**config.mk**
```make
export PLATFORM = sky130hd
export DESIGN_NAME = inst_fetch_flat
export DESIGN_NICKNAME = d
export VERILOG_FILES = /design/src/rtl/mips_defs.sv /design/src/rtl/inst_fetch_if.sv /design/src/rtl/fetch_pc_reg.sv /design/src/rtl/inst_fetch.sv /design/src/flat_wrapper.sv
export SDC_FILE = /design/constraint.sdc
export NUM_CORES = 1
export LEC_CHECK = 0
export ABC_AREA = 1
export CORE_MARGIN = 2
export CORE_UTILIZATION = 60
export DETAILED_ROUTE_END_ITERATION = 8
export DONT_BUFFER_PORTS = 1
export GPL_TIMING_DRIVEN = 1
export PLACE_DENSITY = 0.78
export SYNTH_ARGS = -nofsm -noshare
export SYNTH_HDL_FRONTEND = slang
export SYNTH_SLANG_ARGS = --single-unit
```
**constraint.sdc**
```tcl
create_clock -name clk -period 4 [get_ports clk]
set_input_delay 0.8 -clock clk [delete_from_list [all_inputs] [get_ports clk]]
set_output_delay 0.8 -clock clk [all_outputs]
set_load 0.05 [all_outputs]
```
**src/rtl/mips_defs.sv**
```systemverilog
// rtl/mips_defs.sv - shared MIPS opcode constants and fetch state encoding
package mips_defs;

    localparam logic [5:0]  OP_RTYPE         = 6'b000000;
    localparam logic [5:0]  OP_J             = 6'b000010;
    localparam logic [5:0]  OP_JAL           = 6'b000011;
    localparam logic [5:0]  FUNC_SYSCALL     = 6'b001100;
    localparam logic [31:0] DEFAULT_RESET_PC = 32'h0000_0000;

    typedef enum logic [1:0] {
        IDLE = 2'd0,
        REQ  = 2'd1,
        HOLD = 2'd2,
        HALT = 2'd3
    } fetch_state_t;

    function automatic logic [5:0] opcode_of(input logic [31:0] word);
        return word[31:26];
    endfunction

    function automatic logic [5:0] func_of(input logic [31:0] word);
        return word[5:0];
    endfunction

endpackage

```
**src/rtl/inst_fetch_if.sv**
```systemverilog
// rtl/inst_fetch_if.sv - instruction memory and decode-side signals of the fetch stage
interface inst_fetch_if #(
    parameter int ADDR_W = 32
);
    logic              imem_req;
    logic [ADDR_W-1:0] imem_addr;
    logic              imem_ack;
    logic [31:0]       imem_rdata;

    logic              redirect;
    logic [ADDR_W-1:0] redirect_pc;
    logic              halted;

    logic              inst_valid;
    logic              inst_ready;
    logic [31:0]       inst_word;
    logic [ADDR_W-1:0] inst_pc;
    logic [5:0]        opcode;
    logic [5:0]        func;
    logic              fetch_halted;

    // master is the fetch stage itself; slave is memory plus decode
    modport master (
        output imem_req, imem_addr,
        input  imem_ack, imem_rdata,
        input  redirect, redirect_pc, halted,
        output inst_valid,
        input  inst_ready,
        output inst_word, inst_pc, opcode, func, fetch_halted
    );

    modport slave (
        input  imem_req, imem_addr,
        output imem_ack, imem_rdata,
        output redirect, redirect_pc, halted,
        input  inst_valid,
        output inst_ready,
        input  inst_word, inst_pc, opcode, func, fetch_halted
    );

endinterface

```
**src/rtl/fetch_pc_reg.sv**
```systemverilog
// rtl/fetch_pc_reg.sv - program counter with +4 step and word-aligned redirect load
module fetch_pc_reg #(
    parameter int                ADDR_W   = 32,
    parameter logic [ADDR_W-1:0] RESET_PC = '0
) (
    input  logic              clk,
    input  logic              rst_b,
    input  logic              inc_en,
    input  logic              load,
    input  logic [ADDR_W-1:0] load_pc,
    output logic [ADDR_W-1:0] pc
);

    localparam logic [ADDR_W-1:0] ALIGN_MASK = {{(ADDR_W-2){1'b1}}, 2'b00};
    localparam logic [ADDR_W-1:0] PC_STEP    = ADDR_W'(4);

    // load beats increment so a redirect in the ack cycle drops the +4
    always_ff @(posedge clk or negedge rst_b) begin
        if (!rst_b) begin
            pc <= RESET_PC;
        end else if (load) begin
            pc <= load_pc & ALIGN_MASK;
        end else if (inc_en) begin
            pc <= pc + PC_STEP;
        end
    end

endmodule

```
**src/rtl/inst_fetch.sv**
```systemverilog
// rtl/inst_fetch.sv - fetch stage: pc, single outstanding imem request, instruction register
module inst_fetch
    import mips_defs::*;
#(
    parameter int                ADDR_W   = 32,
    parameter logic [ADDR_W-1:0] RESET_PC = ADDR_W'(DEFAULT_RESET_PC)
) (
    input  logic           clk,
    input  logic           rst_b,
    inst_fetch_if.master   bus
);

    fetch_state_t      state;
    logic [ADDR_W-1:0] pc;
    logic [31:0]       inst_word_q;
    logic [ADDR_W-1:0] inst_pc_q;

    logic accept;
    logic halt_accept;
    logic pc_load;
    logic pc_inc;

    assign accept      = (state == HOLD) && bus.inst_ready;
    assign halt_accept = accept && bus.halted;
    // halt outranks redirect, and HALT ignores redirects entirely
    assign pc_load     = bus.redirect && (state != HALT) && !halt_accept;
    assign pc_inc      = (state == REQ) && bus.imem_ack && !bus.redirect;

    fetch_pc_reg #(
        .ADDR_W   (ADDR_W),
        .RESET_PC (RESET_PC)
    ) u_pc_reg (
        .clk     (clk),
        .rst_b   (rst_b),
        .inc_en  (pc_inc),
        .load    (pc_load),
        .load_pc (bus.redirect_pc),
        .pc      (pc)
    );

    always_ff @(posedge clk or negedge rst_b) begin
        if (!rst_b) begin
            state       <= IDLE;
            inst_word_q <= '0;
            inst_pc_q   <= '0;
        end else begin
            case (state)
                IDLE: state <= REQ;
                REQ: begin
                    if (bus.redirect) begin
                        state <= REQ;
                    end else if (bus.imem_ack) begin
                        inst_word_q <= bus.imem_rdata;
                        inst_pc_q   <= pc;
                        state       <= HOLD;
                    end
                end
                HOLD: begin
                    if (halt_accept) begin
                        state <= HALT;
                    end else if (bus.redirect || accept) begin
                        state <= REQ;
                    end
                end
                HALT:    state <= HALT;
                default: state <= IDLE;
            endcase
        end
    end

    assign bus.imem_req     = (state == REQ);
    assign bus.imem_addr    = pc;
    assign bus.inst_valid   = (state == HOLD);
    assign bus.fetch_halted = (state == HALT);
    assign bus.inst_word    = inst_word_q;
    assign bus.inst_pc      = inst_pc_q;
    assign bus.opcode       = opcode_of(inst_word_q);
    assign bus.func         = func_of(inst_word_q);

endmodule

```
**src/flat_wrapper.sv**
```systemverilog
// flat-port wrapper written by rule: the top's interface ports become plain ports
module inst_fetch_flat import mips_defs::*;
#(
    parameter int                ADDR_W   = 32,
    parameter logic [ADDR_W-1:0] RESET_PC = ADDR_W'(DEFAULT_RESET_PC)
)
  (clk, rst_b, bus_imem_req, bus_imem_addr, bus_imem_ack, bus_imem_rdata, bus_redirect, bus_redirect_pc, bus_halted, bus_inst_valid, bus_inst_ready, bus_inst_word, bus_inst_pc, bus_opcode, bus_func, bus_fetch_halted);
  inst_fetch_if #(.ADDR_W(ADDR_W)) bus_i ();
  input  logic clk;
  input  logic rst_b;
  output wire logic [$bits(bus_i.imem_req)-1:0] bus_imem_req;
  output wire logic [$bits(bus_i.imem_addr)-1:0] bus_imem_addr;
  input wire logic [$bits(bus_i.imem_ack)-1:0] bus_imem_ack;
  input wire logic [$bits(bus_i.imem_rdata)-1:0] bus_imem_rdata;
  input wire logic [$bits(bus_i.redirect)-1:0] bus_redirect;
  input wire logic [$bits(bus_i.redirect_pc)-1:0] bus_redirect_pc;
  input wire logic [$bits(bus_i.halted)-1:0] bus_halted;
  output wire logic [$bits(bus_i.inst_valid)-1:0] bus_inst_valid;
  input wire logic [$bits(bus_i.inst_ready)-1:0] bus_inst_ready;
  output wire logic [$bits(bus_i.inst_word)-1:0] bus_inst_word;
  output wire logic [$bits(bus_i.inst_pc)-1:0] bus_inst_pc;
  output wire logic [$bits(bus_i.opcode)-1:0] bus_opcode;
  output wire logic [$bits(bus_i.func)-1:0] bus_func;
  output wire logic [$bits(bus_i.fetch_halted)-1:0] bus_fetch_halted;
  assign bus_imem_req = bus_i.imem_req;
  assign bus_imem_addr = bus_i.imem_addr;
  assign bus_i.imem_ack = bus_imem_ack;
  assign bus_i.imem_rdata = bus_imem_rdata;
  assign bus_i.redirect = bus_redirect;
  assign bus_i.redirect_pc = bus_redirect_pc;
  assign bus_i.halted = bus_halted;
  assign bus_inst_valid = bus_i.inst_valid;
  assign bus_i.inst_ready = bus_inst_ready;
  assign bus_inst_word = bus_i.inst_word;
  assign bus_inst_pc = bus_i.inst_pc;
  assign bus_opcode = bus_i.opcode;
  assign bus_func = bus_i.func;
  assign bus_fetch_halted = bus_i.fetch_halted;
  inst_fetch #(.ADDR_W(ADDR_W), .RESET_PC(RESET_PC)) u_core (.clk(clk), .rst_b(rst_b), .bus(bus_i));
endmodule
```
-- Word level (Yosys, flattened, before mapping)
Index checks and enable logic that the tools add are counted.
- output and inout bits: 111
- word-level logic and storage cells: 32
- bits in registers: 98
- bits of input ports: 70
- equal/unequal tests: 6
- reduce and logical (&&, ||, !) cells: 13
- multiplexer cells: 7
- bitwise logic cells: 1
- add/sub/neg operators: 1
- operator list (operator ; count):
    32-bit 2-to-1 mux ; 2
    32-bit by 3-bit adder with 32-bit output (second input constant) ; 1
    2-bit 2-to-1 mux ; 4
    2-bit one-hot mux with 4 select lines ; 1
    1-bit logical AND ; 6
    3-bit by 1-bit inequality test with 1-bit output (second input constant) ; 2
    2-bit == test (second input constant) ; 2
    3-bit AND reduction ; 1
    2-bit by 1-bit == test with 1-bit output (second input constant) ; 1
    1-bit logical NOT ; 2
    2-bit logical NOT ; 1
    2-bit inequality test (second input constant) ; 1
    2-bit AND reduction ; 1
    2-bit nonzero test ; 1
    1-bit logical OR ; 1
    1-bit inverter ; 1

-- Longest topological paths before layout
Gate-level depths: netlist of the first run.
- depth in word-level cells: 6
- depth in mapped cells: 9
- mapped depth without buffers: 9

-- Cells and area by module
A second synthesis of the first run with hierarchy kept.
- cells, all modules: 621
- area, all modules: 4864.7 µm²
- by module, submodules not included (module ; cells each ; sequential area each (µm²) ; area each (µm²) ; instances):
    inst_fetch ; 310 ; 1651.6 ; 2726.4 ; 1
    fetch_pc_reg ; 311 ; 750.7 ; 2138.3 ; 1

-- Least setup slack after synthesis of the first run
Ideal clock, no wire load.
- path type: register to output
- start: reg u_core.state[1]
- end: out bus_inst_valid
- arrival time: 1.111 ns
- path buffers: 0
- cell stages (with the launch flop): 3
- required time: 3.200 ns
- setup slack: 2.089 ns
- cell sequence: dfrtp_1 > inv_1 > nor2_1
- cells in the longest elaborated chain, start to end: 1
- ends and longest elaborated chain (element ; line ; text):
    start: declaration ; inst_fetch.sv:13 ; fetch_state_t state;
    start signal: assignment ; inst_fetch.sv:43 ; state <= IDLE;
    start signal: assignment ; inst_fetch.sv:48 ; IDLE: state <= REQ;
    start signal: assignment ; inst_fetch.sv:51 ; state <= REQ;
    2-bit == test ; inst_fetch.sv:73 ; assign bus.inst_valid = (state == HOLD);
    end: declaration ; flat_wrapper.sv:18 ; output wire logic [$bits(bus_i.inst_valid)-1:0] bus_inst_valid;
No other way between the ends.

-- Final worst setup path of the first run
- start: reg u_core.state[1]
- end: reg u_core.inst_word_q[2], in the netlist u_core.bus.inst_word[2]
- cells in the longest elaborated chain, start to end: 2
- ends and longest elaborated chain (element ; line ; text):
    2-bit by 1-bit == test with 1-bit output ; n/a ;
    via bus_imem_req ; flat_wrapper.sv:11 ; output wire logic [$bits(bus_i.imem_req)-1:0] bus_imem_req;
    3-bit AND reduction (no line) ; n/a ;
    end signal: assignment ; inst_fetch.sv:53 ; inst_word_q <= bus.imem_rdata;
    end: declaration ; inst_fetch.sv:15 ; logic [31:0] inst_word_q;
The timed path passes the listed nets, and every way through them passes these cells.
A chain may end at the register's enable or synchronous reset.

==> results of run 1 <==
==> cells in the mapped netlist, drive strengths merged (2+ instances only) <==
library cell  count  share of area
nor2             75          0.066
o22ai             2         0.0026
nor3              5         0.0052
o211ai            4         0.0062
buf              37          0.060
inv              68          0.053
nand3            50          0.053
dfrtp            94           0.49
o21ai            46          0.048
nand2           245           0.19
nand4             8          0.010
==> routing by layer <==
layer	share of wire	routed length, µm	up-vias
li1	-	-	1940
met1	0.42	4900	1809
met2	0.46	5310	175
met3	0.099	1140	17
met4	0.018	206	0
met5	0	0	-
==> cell usage in the layout (no fill, tap or decap), drive strengths merged, types with 2 or more instances in the layout <==
master and count:
o22ai 2, o211ai 4, o21ai 46, nor2 75
dfrtp 94, clkbuf 9, conb 4, nand3 50
nor3 5, buf 2, nand2 245, nand4 8
bufinv 2, inv 70
==> registers in the layout, indices dropped and copies added (netlist names) <==
name,cells
u_core.bus.inst_pc,30
u_core.u_pc_reg.pc,30
u_core.bus.inst_word,32
u_core.state,2
==> layout make-up <==
type	instances	area, µm²	area share
inverter	68	255	0.0522
sequential	94	2350	0.481
multi-input combinational	445	1920	0.393
clock buffer	9	124	0.0254
tap	102	128	0.0261
timing repair buffer	2	15.0	0.00307
clock inverter	6	93.8	0.0192
==> critical path: cells and delay by family (launching register included) <==
family	cells	cell delay [ns]
buffers and inverters	2	1.08
flip-flops	1	0.44
AND/OR/NAND/NOR	4	0.87
==> how the worst min path moves through the flow <==
| stage | start | depth (start not counted) | slack, ns | to |
|---|---|---|---|---|
| 2_1_floorplan | rst_b | 0 | 0.50 | u_core.bus.inst_pc[10] |
| 3_3_place_gp | rst_b | 0 | 0.51 | u_core.bus.inst_word[27] |
| 3_5_place_dp | rst_b | 0 | 0.51 | u_core.bus.inst_word[29] |
| 4_1_cts | rst_b | 0 | 0.10 | u_core.bus.inst_word[29] |
| 5_1_grt | rst_b | 0 | 0.09 | u_core.bus.inst_word[27] |
| 6_report | rst_b | 0 | 0.10 | u_core.bus.inst_word[27] |
==> stage by stage <==
step	setup WS (ns)	instances	utilization	instance area (µm²)
floorplan	2.09	645	-	4820
global placement	1.42	711	0.604	4670
detailed placement	1.36	711	0.604	4670
CTS	1.49	726	0.632	4890
global route	1.32	726	0.632	4890
finish	1.51	726	0.632	4890
==> logic make-up (layout without fill, tap and decap cells) <==
logic type / count (synthesis) / in the layout
simple gates: 385 / 385
buf+inv: 106 / 85
flops: 94 / 94
compound gates: 55 / 55
fa+ha+maj: 1 / 1
other cells: 1 / 4
==> qor.yml, run 1 <==
timing:
  worstMarginPinSlew_ns: 0.935
  tns_ns: 0
  drv_slew: 0
  timing.hold.ws_ns: 0.102
  clock.fmax_ghz: 0.401
  slew_headroom: 0.377
  hold_violations: 0
  skew_ns: 0.0140
  setup_viol: 0
  post-route-min-period_ns: 2.49
  fin_crit_sh: 0.623
  rsz0062_at_grt: "false"
cts:
  clkTransAtPathRegs_ns: 0.10
  hold_buffers: 0
  cts_root_buf: "clkbuf_8"
  insertion_delay_ns: 0.37
  htreeDepth: 3
  numCtsBuffers: 9
  cts_resized: 0
  clock_sinks: 94
  cts_setup_buffers: 0
  cts_buffer_depth: 2
  cts_tree: "done"
setup_path:
  cp_max_fo: 42
  ff2ff_path_depth: 6
  worst_setup_path_end_kind: "register"
  startpoint_type: "register"
  rr_startpoint: "u_core.state[1]"
  rr_endpoint: "u_core.bus.inst_word[2]"
  arrival_ns: 2.80
  required_ns: 4.31
  max_stage_delay_ns: 0.68
  crit_top_cell: "nand2_1"
  reg2reg_slack_ns: 1.51
  crit_slowest_cell: "inv_2"
  critical_path_class: "reg2reg"
  cp-startpoint: "u_core.state[1]"
  crit_end: "u_core.bus.inst_word[2]"
  crit_chain: "nor2_4 -> nand2_4 -> inv_2 -> buf_4 -> nand2_1 -> nand2_1"
synth:
  ys_seq_area_frac: 0.489
  syn_inst: 642
  muxShareOfSynthArea: 0
  synth.avg_cell_area_um2: 7.49
  synthArstFlopShare: 1.00
  synth-adder-area-share: 0.00260
  synth.distinct_cells: 28
  synth_simple_gate_area_share: 0.332
  ys.flop_type: "dfrtp_1"
  ys_ff_latch: 94
  synth_edf_count: 0
  syn-cell-area_um2: 4810
  synth_compound_area_frac: 0.0609
  yosys_warnings: 0
  synth_top_family_by_area: "simple AND/OR/NAND/NOR gates"
  synthXorXnorAreaFrac: 0
drt:
  drc: 0
  first_iter_violations: 288
  vias: 3941
  postRouteAntennaNets: 0
  first_pass_iters: 5
  vias_per_cell: 5.43
  wirelength_mm: 11.6
  detail_route.wl_per_cell_um: 15.9
floorplan:
  die-area_um2: 8750
  die_height_um: 93.5
  num_rows: 32
  num_io_pins: 181
  coreArea_um2: 7730
  die_w_um: 93.5
  initial_core_util: 0.622
grt:
  met2_usage: 0.425
  busiest_layer: "met2"
  grt_overflow: 0
  first_global_vias: 3697
  grt_max_degree: 95
  antenna_found_initial: 0
  grt_pass1_wl_mm: 18.3
  gr-usage-met3: 0.0782
  track_usage: 0.269
  use_met1: 0.358
cells_and_area:
  layout.nets: 691
  antenna_cells: 0
  syn2layout_area_growth_pct: 1.61
  fill_cells: 714
  drive_gt1_frac: 0.0513
placed_design:
  hpwl_mm: 8.10
  gp_congestion: 0.846
  port_buffers: 0
min_path:
  worstHoldPathType: "in2async"
flow_run:
  cap_violations: 0
outcome:
  outcome: "finished clean"
Power of run 1 is not shown: default switching activity piles up to over one toggle a cycle in this logic, so the estimate is an artifact.
==> run 2: changes to the inputs <==
Settings changed: ABC_AREA 1 to 0, CORE_UTILIZATION 60 to 57, PLACE_DENSITY 0.78 to 0.77.
Clock period 4 ns to 2 ns, I/O delays scaled along.
==> run 2 against run 1 <==
Net effect:
- hold slack lost 0.38 ns
- the flow now finishes with violations (hold timing)
- global-route usage up 0.52 points
- largest cell class unchanged
- die area shrank 4.5%
==> qor.yml, run 2 <==
outcome:
  outcome: "finished, violations left"
  violations: "hold timing"
cts:
  cts_resized: 0  # unchanged
  clkTransAtPathRegs_ns: 0.09  # about the same
  insertion_delay_ns: 0.36  # about the same
  cts_tree: "done"
  htreeDepth: 3  # unchanged
  cts_buffer_depth: 2  # unchanged
  numCtsBuffers: 9  # unchanged
  cts_setup_buffers: 0  # unchanged
  cts_root_buf: "clkbuf_8"
  clock_sinks: 94  # unchanged
drt:
  postRouteAntennaNets: 0  # unchanged
  wirelength_mm: 11.0  # -5.1%
  first_pass_iters: 4  # -1
  drc: 0  # unchanged
  vias: 3649  # -7.4%
  first_iter_violations: 198  # -31%
  detail_route.wl_per_cell_um: 17.4  # +9.5%
  vias_per_cell: 5.80  # +6.9%
synth:
  ys_ff_latch: 94  # unchanged
  syn_inst: 494  # -23%
  ys_seq_area_frac: 0.540  # +0.0512
  syn-cell-area_um2: 4350  # -9.5%
  ys_top_cells_by_area: "dfrtp_1 54%, nand2_1 18%, buf_4 2.9%, a221o_1 2.3%, o21ai_0 2.3%"
  synth_top_area_frac: 0.540  # +0.0512
  synth_edf_count: 0  # unchanged
  ys.flop_type: "dfrtp_1"
  yosysMostFrequentCell: "nand2_1"
  synth.distinct_cells: 46  # +64%
  yosys_warnings: 0  # unchanged
  synth_common_cells: "206 x nand2_1, 94 x dfrtp_1, 20 x o21ai_0, 17 x buf_4, 17 x clkbuf_1"
  synthArstFlopShare: 1.00  # unchanged
  synth_top_area_cell: "dfrtp_1"
  synth.avg_cell_area_um2: 8.81  # +18%
setup_path:
  startpoint_type: "register"
  cp_max_fo: 7  # -83%
  required_ns: 2.25  # -2.06 ns
  critical_path_class: "reg2reg"
  worst_setup_path_end_kind: "register"
  arrival_ns: 2.09  # -0.71 ns
timing:
  clock.fmax_ghz: 0.541  # +35%
  timing.hold.ws_ns: -0.278  # -0.379 ns
  drv_slew: 0  # unchanged
  worstMarginPinSlew_ns: 0.540  # -0.395 ns
  fin_crit_sh: 0.924  # +0.301
  post-route-min-period_ns: 1.85  # -0.644 ns
  tns_ns: 0  # unchanged
  skew_ns: 0.0111  # -0.00287 ns
  slew_headroom: 0.640  # +0.263
  hold_violations: 94  # +94
  rsz0062_at_grt: "false"
  setup_viol: 0  # unchanged
floorplan:
  coreArea_um2: 7330  # -5.1%
  die_height_um: 91.4  # -2.3%
  num_rows: 31  # -3.1%
  die_w_um: 91.4  # -2.3%
  num_io_pins: 181  # unchanged
  die-area_um2: 8350  # -4.5%
  initial_core_util: 0.594  # -0.0285
cells_and_area:
  layout_commonest_cell: "nand2_1"
  multi_input_area_um2: 1770  # -7.7%
  layout.nets: 596  # -14%
  largest_register_ffs: 32  # unchanged
  seq_area_um2: 2370  # +0.74%
  final_core_util: 0.678  # +0.0456
  drive_gt1_frac: 0.183  # +0.132
  syn2layout_area_growth_pct: 14.2
  final_cell_mix: "206 x nand2_1, 80 x dfrtp_1, 60 x buf_4, 20 x o21ai_0, 16 x nand3_1"
  antenna_cells: 0  # unchanged
  fill_cells: 565  # -21%
min_path:
  worstHoldPathType: "in2async"
grt:
  grt_max_degree: 95  # unchanged
  grt_pass1_wl_mm: 18.2  # -0.75%
  first_global_vias: 3676  # -0.57%
  grt_overflow: 0  # unchanged
  track_usage: 0.275  # +0.00525
  antenna_found_initial: 0  # unchanged
flow_run:
  cap_violations: 0  # unchanged
placed_design:
  port_buffers: 0  # unchanged
  gp_congestion: 0.841  # -0.64%
  hpwl_mm: 7.85  # -3.1%
run 2: metal layers:
metal,vias to the layer above,share of wire,global-route usage
met5,-,0,0
met4,0,0.017,0.0972
met3,19,0.10,0.0871
met2,168,0.49,0.431
met1,1755,0.39,0.360
li1,1707,-,-
run 2: area by class of cell:
type,instances,share of cell area
sequential,94,0.477
tap,99,0.0249
clock buffer,11,0.0305
multi-input combinational,354,0.356
clock inverter,5,0.0164
inverter,6,0.00453
timing repair buffer,60,0.0906
run 2: kinds of logic (layout without fill, tap and decap cells):
group | after synthesis | count (layout) | synth area share
multiplexers | 2 | 2 | 0.00460
flip-flops | 94 | 94 | 0.540
buffers and inverters | 49 | 82 | 0.0581
XOR/XNOR | 3 | 3 | 0.00604
other | 1 | 4 | 0.000861
AO/OA/AOI/OAI | 61 | 61 | 0.0989
AND/OR/NAND/NOR | 283 | 283 | 0.288
adder cells (fa/ha/maj) | 1 | 1 | 0.00287
run 2: critical path: stages (launching register included):
cell and delay, ns:
dfrtp_2 0.39, nand4_4 0.18, nor4_1 0.41, buf_4 0.20, nand4_1 0.13, mux2i_1 0.16
a221o_1 0.27
run 2: path summary, 6_finish.rpt:
| path | start | to | slack (ns) | cells past startpoint |
|---|---|---|---|---|
| max | u_core.u_pc_reg.pc[9] | u_core.u_pc_reg.pc[22] | 0.15 | 6 |
| min | rst_b | u_core.bus.inst_pc[4] | -0.28 | 0 |
| max reg2reg | u_core.u_pc_reg.pc[9] | u_core.u_pc_reg.pc[22] | 0.15 | 6 |
| min reg2reg | u_core.bus.inst_word[2] | u_core.bus.inst_word[2] | 0.48 | 2 |
| max in group asynchronous | rst_b | u_core.u_pc_reg.pc[14] | 2.10 | 0 |
| min in group clk | bus_imem_rdata[29] | u_core.bus.inst_word[29] | 0.14 | 2 |
run 2: stage by stage:
| stage | std cells | setup slack [ns] | hold slack, ns | cell area [µm²] |
|---|---|---|---|---|
| after global routing | 629 | 0.00397 | -0.300 | 4970 |
| after global placement | 613 | 0.216 | 0.106 | 4740 |
| after CTS | 629 | 0.148 | -0.289 | 4970 |
| after detailed placement | 613 | 0.165 | 0.107 | 4740 |
| final | 629 | 0.152 | -0.278 | 4970 |
| after floorplan | 497 | -0.0199 | 0.104 | 4380 |
Power of run 2 is left out for the same reason.
==> run 3: changes to the inputs <==
Settings changed: SETUP_SLACK_MARGIN set to 0.2.
==> run 3 against run 2 <==
Net effect:
- the flow still finishes with violations (hold timing)
- wire length is 3.8% higher
- hold slack better by 0.0025 ns
- sequential share of layout area is 1.5 points lower
- final cell count is 1.9% higher
- via count is 1.8% higher
- highest routed layer unchanged
==> qor.yml, run 3 (same netlist as run 2, synthesis figures left out) <==
grt:
  first_global_vias: 3672  # -0.11%
  grt_max_degree: 95  # unchanged
  grt_pass1_wl_mm: 18.4  # +1.2%
  track_usage: 0.274  # -0.000407
  grt_overflow: 0  # unchanged
  antenna_found_initial: 0  # unchanged
drt:
  detail_route.wl_per_cell_um: 17.8  # +1.9%
  first_iter_violations: 285  # +44%
  first_pass_iters: 5  # +1
  drc: 0  # unchanged
  vias: 3715  # +1.8%
  vias_per_cell: 5.80  # about the same
  postRouteAntennaNets: 0  # unchanged
  wirelength_mm: 11.4  # +3.8%
timing:
  tns_ns: 0  # unchanged
  clock.fmax_ghz: 0.558  # +3.0%
  worstMarginPinSlew_ns: 0.527  # -0.0131 ns
  fin_crit_sh: 0.897  # -0.0273
  drv_slew: 0  # unchanged
  setup_viol: 0  # unchanged
  slew_headroom: 0.649  # +0.00871
  hold_violations: 94  # unchanged
  rsz0062_at_grt: "true"
  timing.hold.ws_ns: -0.275  # +0.00252 ns
  skew_ns: 0.00895  # -0.00218 ns
  post-route-min-period_ns: 1.79  # -0.0546 ns
floorplan:
  num_io_pins: 181  # unchanged
  initial_core_util: 0.594  # unchanged
  die_w_um: 91.4  # unchanged
  coreArea_um2: 7330  # unchanged
  die_height_um: 91.4  # unchanged
  num_rows: 31  # unchanged
  die-area_um2: 8350  # unchanged
cells_and_area:
  drive_gt1_frac: 0.231  # +0.0476
  final_cell_mix: "203 x nand2_1, 74 x dfrtp_1, 67 x buf_4, 20 x o21ai_0, 20 x dfrtp_2"
  antenna_cells: 0  # unchanged
  layout.nets: 608  # +2.0%
  multi_input_area_um2: 1830  # +3.6%
  seq_area_um2: 2380  # +0.32%
  final_core_util: 0.703  # +0.0247
  syn2layout_area_growth_pct: 18.3
  largest_register_ffs: 32  # unchanged
  fill_cells: 576  # +1.9%
  layout_commonest_cell: "nand2_1"
cts:
  htreeDepth: 3  # unchanged
  clock_sinks: 94  # unchanged
  cts_root_buf: "clkbuf_8"
  clkTransAtPathRegs_ns: 0.10  # about the same
  numCtsBuffers: 9  # unchanged
  cts_buffer_depth: 2  # unchanged
  insertion_delay_ns: 0.36  # about the same
  cts_tree: "done"
setup_path:
  ff2ff_path_depth: 5  # -1
  reg2reg_slack_ns: 0.21  # +0.05 ns
  max_stage_delay_ns: 0.45  # +0.04 ns
  cp_num_cells: 5  # -1
  crit_end: "u_core.u_pc_reg.pc[17]"
  required_ns: 2.24  # about the same
  crit_chain: "nand4_4 -> nor4_2 -> nand3_1 -> a21o_1 -> a221o_1"
  cp_top_family: "simple AND/OR/NAND/NOR gates"
  path_buf_inv: 0  # -1
  arrival_ns: 2.03  # -0.06 ns
  cp-startpoint: "u_core.u_pc_reg.pc[9]"
  worst_setup_path_end_kind: "register"
  startpoint_type: "register"
  crit_slowest_cell: "nor4_2"
  rr_endpoint: "u_core.u_pc_reg.pc[17]"
  critical_path_class: "reg2reg"
  cp_max_fo: 7  # unchanged
  rr_startpoint: "u_core.u_pc_reg.pc[9]"
outcome:
  violations: "hold timing"
  outcome: "finished, violations left"
placed_design:
  hpwl_mm: 8.06  # +2.7%
  gp_congestion: 0.824  # -2.1%
  port_buffers: 0  # unchanged
min_path:
  worstHoldPathType: "in2async"
flow_run:
  cap_violations: 0  # unchanged
[run 3: cell types whose count changed in the layout (fill, tap and decap cells not counted), sizes merged]
cell	before	now
buf	60	72
inv	6	7
clkinv	2	1
[run 3: how the worst min path moves through the flow]
stage          cells after the start  slack (ns)                  endpoint   from
2_1_floorplan                      0        0.10    u_core.bus.inst_pc[10]  rst_b
3_3_place_gp                       0        0.11  u_core.bus.inst_word[30]  rst_b
3_5_place_dp                       0        0.11     u_core.bus.inst_pc[6]  rst_b
4_1_cts                            0       -0.28     u_core.bus.inst_pc[6]  rst_b
5_1_grt                            0       -0.29     u_core.bus.inst_pc[6]  rst_b
6_report                           0       -0.28     u_core.bus.inst_pc[6]  rst_b
[run 3: stage by stage]
step	setup WS, ns	hold slack [ns]	cell area [µm²]	cells
3_3_place_gp	0.177	0.107	4770	613
5_1_grt	0.135	-0.288	5150	641
3_5_place_dp	0.136	0.106	4770	613
2_1_floorplan	0.0139	0.104	4390	497
6_report	0.207	-0.275	5150	641
4_1_cts	0.142	-0.277	5020	632
[run 3: layer usage]
metal,routed length (µm),track usage,up-vias
met1,4370,0.352,1788
met2,5810,0.445,174
li1,-,-,1733
met3,975,0.0797,20
met4,229,0.0934,0
met5,0,0,-
[run 3: worst reg2reg max path: cells and delay by family (launching register included)]
kind	cells	cell delay (ns)
AO/OA/AOI/OAI	2	0.49
AND/OR/NAND/NOR	3	0.79
flip-flops	1	0.39
[run 3: timing repair]
item / in CTS / in global routing
pin swaps: 1 / 5
endpoints found under the setup margin: 11 / 24
buffers inserted: 3 / 9
endpoints found under the hold margin: 94 / 94
gates resized for setup: 2 / 22
[run 3: cell type report]
class | instances | area share
clock buffers | 11 | 0.0274
multi-input cells | 354 | 0.356
inverters | 6 | 0.00437
clock inverters | 5 | 0.0158
well taps | 99 | 0.0240
repair buffers | 72 | 0.111
flip-flops and latches | 94 | 0.462
Power of run 3 is left out for the same reason.
